==> config.mk <==
export PLATFORM = sky130hd
export DESIGN_NAME = muldiv_ctrl
export DESIGN_NICKNAME = d
export VERILOG_FILES = /design/src/rtl/muldiv_pkg.sv /design/src/rtl/muldiv_ctrl.sv
export SDC_FILE = /design/constraint.sdc
export NUM_CORES = 1
export LEC_CHECK = 0
export CAP_MARGIN = 20
export CORE_AREA = 2 2 156 158
export CTS_BUF_LIST = sky130_fd_sc_hd__clkbuf_2
export CTS_CLUSTER_DIAMETER = 80
export CTS_CLUSTER_SIZE = 8
export DETAILED_ROUTE_END_ITERATION = 12
export DIE_AREA = 0 0 158 160
export GPL_TIMING_DRIVEN = 0
export PLACE_DENSITY_LB_ADDON = 0.3
export SYNTH_ARGS = -nofsm -noshare
export SYNTH_HDL_FRONTEND = slang
export SYNTH_SLANG_ARGS = --single-unit
==> constraint.sdc <==
create_clock -name clk -period 4.6 [get_ports clk]
set_input_delay 0.46 -clock clk [delete_from_list [all_inputs] [get_ports clk]]
set_output_delay 0.46 -clock clk [all_outputs]
set_load 0.005 [all_outputs]
==> src/rtl/muldiv_pkg.sv <==
// -----------------------------------------------------------------------------
// muldiv_pkg
// Shared definitions for the HI/LO multiply/divide execute-stage controller:
// op encodings, FSM state encoding, datapath width and the {hi,lo} pair type.
// -----------------------------------------------------------------------------
package muldiv_pkg;

    localparam int DATA_W = 32;

    localparam logic [1:0] OP_MULT  = 2'b00;
    localparam logic [1:0] OP_MULTU = 2'b01;
    localparam logic [1:0] OP_DIV   = 2'b10;
    localparam logic [1:0] OP_DIVU  = 2'b11;

    typedef enum logic [2:0] {
        ST_IDLE    = 3'd0,
        ST_MUL_RUN = 3'd1,
        ST_DIV_RUN = 3'd2,
        ST_DONE    = 3'd3,
        ST_ABORT   = 3'd4
    } state_e;

    // Packed so that a 64-bit unit result casts directly: hi = [63:32].
    typedef struct packed {
        logic [DATA_W-1:0] hi;
        logic [DATA_W-1:0] lo;
    } hilo_t;

    // Bit 1 of the op selects the divider; bit 0 selects unsigned.
    function automatic logic op_is_div(input logic [1:0] op);
        return op[1];
    endfunction

    function automatic logic op_is_signed(input logic [1:0] op);
        return ~op[0];
    endfunction

endpackage

==> src/rtl/muldiv_ctrl.sv <==
// -----------------------------------------------------------------------------
// muldiv_ctrl
// Execute-stage sequencer for the external iterative multiplier and divider.
// Accepts one MULT/MULTU/DIV/DIVU request, holds latched operands on the
// selected unit, stalls the pipeline until the unit is ready, then strobes a
// HI/LO write. Handles flush (annul), divide-by-zero bypass and a watchdog.
//
// Ports
//   clk, rst                 clock, synchronous active-high reset
//   flush_i                  cancels any operation in progress
//   req_valid_i/req_op_i     request from EX (held while stall_o=1)
//   req_src1_i/req_src2_i    rs / rt operands
//   stall_o                  freeze IF/ID/EX
//   hilo_we_o, hi_o, lo_o    one-cycle write strobe and registered HI/LO
//   err_timeout_o            sticky watchdog flag
//   mul_*                    multiplier handshake, operands and {HI,LO} result
//   div_*                    divider handshake, operands and {rem,quot} result
//
// state      | meaning
// -----------+-------------------------------------------------------------
// ST_IDLE    | waiting for a request; accept cycle stalls combinationally
// ST_MUL_RUN | multiplier started, operands held, waiting for ready
// ST_DIV_RUN | divider started, operands held, waiting for ready
// ST_DONE    | one cycle: start dropped, HI/LO write strobe unless flushed
// ST_ABORT   | one cycle: annul the selected unit, no write
// -----------------------------------------------------------------------------
module muldiv_ctrl
    import muldiv_pkg::*;
#(
    parameter int TIMEOUT_CYC = 63
) (
    input  logic                clk,
    input  logic                rst,
    input  logic                flush_i,
    input  logic                req_valid_i,
    input  logic [1:0]          req_op_i,
    input  logic [DATA_W-1:0]   req_src1_i,
    input  logic [DATA_W-1:0]   req_src2_i,
    output logic                stall_o,
    output logic                hilo_we_o,
    output logic [DATA_W-1:0]   hi_o,
    output logic [DATA_W-1:0]   lo_o,
    output logic                err_timeout_o,
    output logic                mul_start_o,
    output logic                mul_annul_o,
    output logic                mul_signed_o,
    output logic [DATA_W-1:0]   mul_op1_o,
    output logic [DATA_W-1:0]   mul_op2_o,
    input  logic [2*DATA_W-1:0] mul_result_i,
    input  logic                mul_ready_i,
    output logic                div_start_o,
    output logic                div_annul_o,
    output logic                div_signed_o,
    output logic [DATA_W-1:0]   div_op1_o,
    output logic [DATA_W-1:0]   div_op2_o,
    input  logic [2*DATA_W-1:0] div_result_i,
    input  logic                div_ready_i
);

    localparam int WD_W = $clog2(TIMEOUT_CYC + 1);
    // The watchdog holds the number of completed RUN cycles, so the RUN cycle
    // that sees this value is the TIMEOUT_CYC-th one.
    localparam logic [WD_W-1:0] WD_LAST = WD_W'(TIMEOUT_CYC - 1);

    state_e              state_q, state_d;
    logic [1:0]          op_q, op_d;
    logic [DATA_W-1:0]   src1_q, src1_d;
    logic [DATA_W-1:0]   src2_q, src2_d;
    hilo_t               hilo_q, hilo_d;
    logic [WD_W-1:0]     wdog_q, wdog_d;
    logic                err_q, err_d;

    always_ff @(posedge clk) begin
        if (rst) begin
            state_q <= ST_IDLE;
            op_q    <= '0;
            src1_q  <= '0;
            src2_q  <= '0;
            hilo_q  <= '0;
            wdog_q  <= '0;
            err_q   <= 1'b0;
        end else begin
            state_q <= state_d;
            op_q    <= op_d;
            src1_q  <= src1_d;
            src2_q  <= src2_d;
            hilo_q  <= hilo_d;
            wdog_q  <= wdog_d;
            err_q   <= err_d;
        end
    end

    always_comb begin
        state_d      = state_q;
        op_d         = op_q;
        src1_d       = src1_q;
        src2_d       = src2_q;
        hilo_d       = hilo_q;
        wdog_d       = wdog_q;
        err_d        = err_q;
        stall_o      = 1'b0;
        hilo_we_o    = 1'b0;
        mul_start_o  = 1'b0;
        mul_annul_o  = 1'b0;
        mul_signed_o = 1'b0;
        mul_op1_o    = '0;
        mul_op2_o    = '0;
        div_start_o  = 1'b0;
        div_annul_o  = 1'b0;
        div_signed_o = 1'b0;
        div_op1_o    = '0;
        div_op2_o    = '0;

        unique case (state_q)
            ST_IDLE: begin
                if (req_valid_i && !flush_i) begin
                    stall_o = 1'b1;
                    op_d    = req_op_i;
                    src1_d  = req_src1_i;
                    src2_d  = req_src2_i;
                    wdog_d  = '0;
                    if (!op_is_div(req_op_i)) begin
                        state_d = ST_MUL_RUN;
                    end else if (req_src2_i == '0) begin
                        // Divide by zero never reaches the divider.
                        hilo_d  = '0;
                        state_d = ST_DONE;
                    end else begin
                        state_d = ST_DIV_RUN;
                    end
                end
            end

            ST_MUL_RUN: begin
                stall_o      = 1'b1;
                mul_start_o  = 1'b1;
                mul_signed_o = op_is_signed(op_q);
                mul_op1_o    = src1_q;
                mul_op2_o    = src2_q;
                wdog_d       = wdog_q + 1'b1;
                // Flush wins over a simultaneous ready.
                if (flush_i) begin
                    state_d = ST_ABORT;
                end else if (mul_ready_i) begin
                    hilo_d  = hilo_t'(mul_result_i);
                    state_d = ST_DONE;
                end else if (wdog_q == WD_LAST) begin
                    err_d   = 1'b1;
                    state_d = ST_ABORT;
                end
            end

            ST_DIV_RUN: begin
                stall_o      = 1'b1;
                div_start_o  = 1'b1;
                div_signed_o = op_is_signed(op_q);
                div_op1_o    = src1_q;
                div_op2_o    = src2_q;
                wdog_d       = wdog_q + 1'b1;
                if (flush_i) begin
                    state_d = ST_ABORT;
                end else if (div_ready_i) begin
                    hilo_d  = hilo_t'(div_result_i);
                    state_d = ST_DONE;
                end else if (wdog_q == WD_LAST) begin
                    err_d   = 1'b1;
                    state_d = ST_ABORT;
                end
            end

            ST_DONE: begin
                // Result is already in hilo_q; a flush here only suppresses
                // the architectural write.
                hilo_we_o = ~flush_i;
                state_d   = ST_IDLE;
            end

            ST_ABORT: begin
                mul_annul_o = ~op_is_div(op_q);
                div_annul_o = op_is_div(op_q);
                state_d     = ST_IDLE;
            end

            default: begin
                state_d = ST_IDLE;
            end
        endcase
    end

    assign hi_o          = hilo_q.hi;
    assign lo_o          = hilo_q.lo;
    assign err_timeout_o = err_q;

endmodule

==> reports/metrics.cfg <==
[worst_setup_path]
critical_path_depth = 6
startpoint_type = flop
r2r-end = lo_o[14]
r2r_start = state_q[1]
cp-end-kind = output port
crit_buf_inv = 4
worst-r2r-cell-count = 6
worst-path-max-fanout = 10
crit_slowest_cell = clkbuf_1
r2r_slack_ns = 2.29
required_ns = 4.14
crit_path_end = mul_op1_o[15]
arrival_ns = 3.25
crit_top_cell = clkbuf_1
path_class = flop to output port
cpPeakStageDelay_ns = 0.56
crit_chain = buf_2 > nor3b_4 > clkbuf_1 > clkbuf_1 > and2_1 > clkdlybuf4s50_1
startpoint = state_q[0]
crit_family = buffers and inverters

[logic_synthesis]
ys_ff_latch = 140
syn_inst = 812
yosysUniqueCellTypes = 39
netlist_top_cells_count = dfxtp_1, a21oi_1, nand2_1, and2_1, a22oi_1
synth.most_common_cell = dfxtp_1
synth_area_sq_um = 6990
synth_area_leaders = dfxtp_1, and2_1, a211oi_2
ys_seq_area_share_pct = 40.1
synth_flop_cell = dfxtp_1
avgSynthCellArea_sq_um = 8.60
synth_largest_area_cell = dfxtp_1
synth_nets = 1014
synth-edff-count = 0
synth_top_area_share_pct = 40.1
ys_async_sr_fraction_pct = 0
synth_warnings = 0

[power_and_ir_drop]
power_density_nw_per_um2 = 251
peakVddDrop_v = 0.000134
leakage_nw = 3.88

[global_route]
grt_antenna_before_repair = 5
grt_max_degree = 17
grt_util_all_layers_pct = 21.1
grt-ovfl-total = 0
grt_pass1_vias = 7468
grt_pass1_wl_mm = 41.3

[timing]
fmax_mhz = 270
worst_pin_slew_ns = 0.753
finalHoldViolations = 0
final.setup.tns_ns = 0
slew_headroom_pct = 49.8
finalCriticalPeriod_ns = 3.71
final-max-slew-violation-count = 0
setup_viol = 0
rsz0062_at_grt = false
fin_crit_sh_pct = 80.6
clock_skew_ns = 0.0378

[cells_and_area]
area_growth_pct = 67.0
fin_cells = 1570
final_nets = 1433
drive_gt1_share_pct = 10.0
nFillCells = 2379

[clock_tree]
post_cts_buffers = 0
clock-sinks = 140
cts_tree = done
cts_resized = 0
clockBufferDepth = 2
cts_hold_buf = 0
clk_pin_slew_worst_paths_ns = 0.25
htree_levels = 4
cts-root-buf = clkbuf_2
clock_latency_ns = 0.70
cts_made_buffers = 17

[status]
status = complete, no violations

[floorplanning]
start_util_pct = 29.3
die_w_um = 158
dieArea_sq_um = 25300
coreArea_sq_um = 23800
die_h_um = 160
ios = 401
core.rowCount = 57

[drt]
viasPerCell = 4.75
wirelength_mm = 27.7
drtAntennaViolNets = 0
post-route-drc-count = 0
dr.pass1.iters = 4
drtIter0Drc = 336
via_count = 7462
avgRoutedWirePerCell_um = 17.7

[worst_hold_path]
hp-start = req_src1_i[15]
hold_path.class = input pin to flop

[flow_run]
maxCapViolCount = 0

[placed_design]
place_congestion = 0.843
portBuffers = 400
place_inst = 1536
hpwl_mm = 21.1

-- area by class of cell --
class / count / area (sq um) / share of cell area [%]
timing repair buffer: 400 / 4000 / 34.3
multi-input combinational: 588 / 3690 / 31.6
sequential: 140 / 2800 / 24.0
buffer: 82 / 485 / 4.16
tap: 324 / 405 / 3.47
clock inverter: 12 / 165 / 1.42
clock buffer: 20 / 100 / 0.858
inverter: 2 / 7.51 / 0.0644
antenna: 2 / 5.00 / 0.0429
-- how the worst min path moves through the flow --
stage | end | slack (ns) | cells past startpoint
6_report | src1_q[15] | 0.26 | 3
5_1_grt | src1_q[28] | 0.13 | 3
4_1_cts | src1_q[16] | 0.14 | 3
3_5_place_dp | src2_q[1] | 0.45 | 2
3_3_place_gp | src2_q[1] | 0.45 | 2
2_1_floorplan | src1_q[0] | 0.44 | 2
-- sequential cells by signal, summed over array words and instances (netlist names) --
signal and count:
err_timeout_o 1, src2_q 32, hi_o 32, state_q 3
wdog_q 6, op_q 2, src1_q 32, lo_o 32
-- metal layers --
metal  GRT usage, %  share of wire, %
met2           37.3                49
met5              0             0.047
met1           24.3                41
met4           4.26              0.78
met3           7.68               9.0
-- metrics by stage --
| step | worst slack (ns) | power, mW | instance area [sq um] | hold WS [ns] | util (%) |
|---|---|---|---|---|---|
| 2_1_floorplan | 2.74 | 1.72 | 6990 | 0.440 | - |
| 3_3_place_gp | 1.54 | 2.13 | 11400 | 0.447 | 47.8 |
| 3_5_place_dp | 1.48 | 2.14 | 11400 | 0.455 | 47.8 |
| 4_1_cts | 0.756 | 2.97 | 11700 | 0.144 | 49.0 |
| 5_1_grt | 0.525 | 3.10 | 11700 | 0.125 | 49.0 |
| 6_report | 0.895 | 2.93 | 11700 | 0.260 | 49.0 |
-- layout by cell type, fill, tap and decap left out, types with 2 or more instances in the layout --
| master | instances |
|---|---|
| clkbuf_2 | 20 |
| a221o_1 | 2 |
| clkdlybuf4s50_1 | 400 |
| clkinv_4 | 4 |
| o21ai_0 | 2 |
| dfxtp_1 | 140 |
| nand2_1 | 133 |
| buf_12 | 6 |
| clkbuf_1 | 52 |
| buf_2 | 13 |
| nor3_1 | 9 |
| and2_1 | 129 |
| ha_1 | 2 |
| inv_6 | 2 |
| nand4_1 | 3 |
| a22oi_1 | 65 |
| a211oi_2 | 61 |
| bufinv_16 | 3 |
| a21oi_1 | 135 |
| diode_2 | 2 |
| clkinvlp_4 | 3 |
| nor4_1 | 9 |
| a211oi_1 | 6 |
| xor2_1 | 2 |
| buf_4 | 3 |
| a32o_1 | 2 |
| inv_1 | 2 |
| buf_6 | 7 |
| nand3_1 | 2 |
| nand2b_1 | 2 |
| nor2_1 | 10 |
-- worst reg2reg max path, cell delays in order, from the launching register on --
cell and delay (ns):
dfxtp_1 0.36, buf_4 0.18, nor3b_2 0.33, buf_2 0.48, clkbuf_1 0.42, a22oi_1 0.24, a211oi_2 0.25
-- power breakdown --
group	internal, mW	switching, mW
Combinational	0.388	0.397
Sequential	1.28	0.0436
Clock	0.316	0.505
Total	1.99	0.945
-- logic make-up after synthesis --
family / Yosys count / share of synthesized area [%]
flops: 140 / 40.1
xor+xnor: 2 / 0.251
buf+inv: 84 / 7.06
fa+ha+maj: 2 / 0.358
compound gates: 279 / 29.7
simple gates: 305 / 22.5
Note: power is estimated with default switching activity, not from simulation.
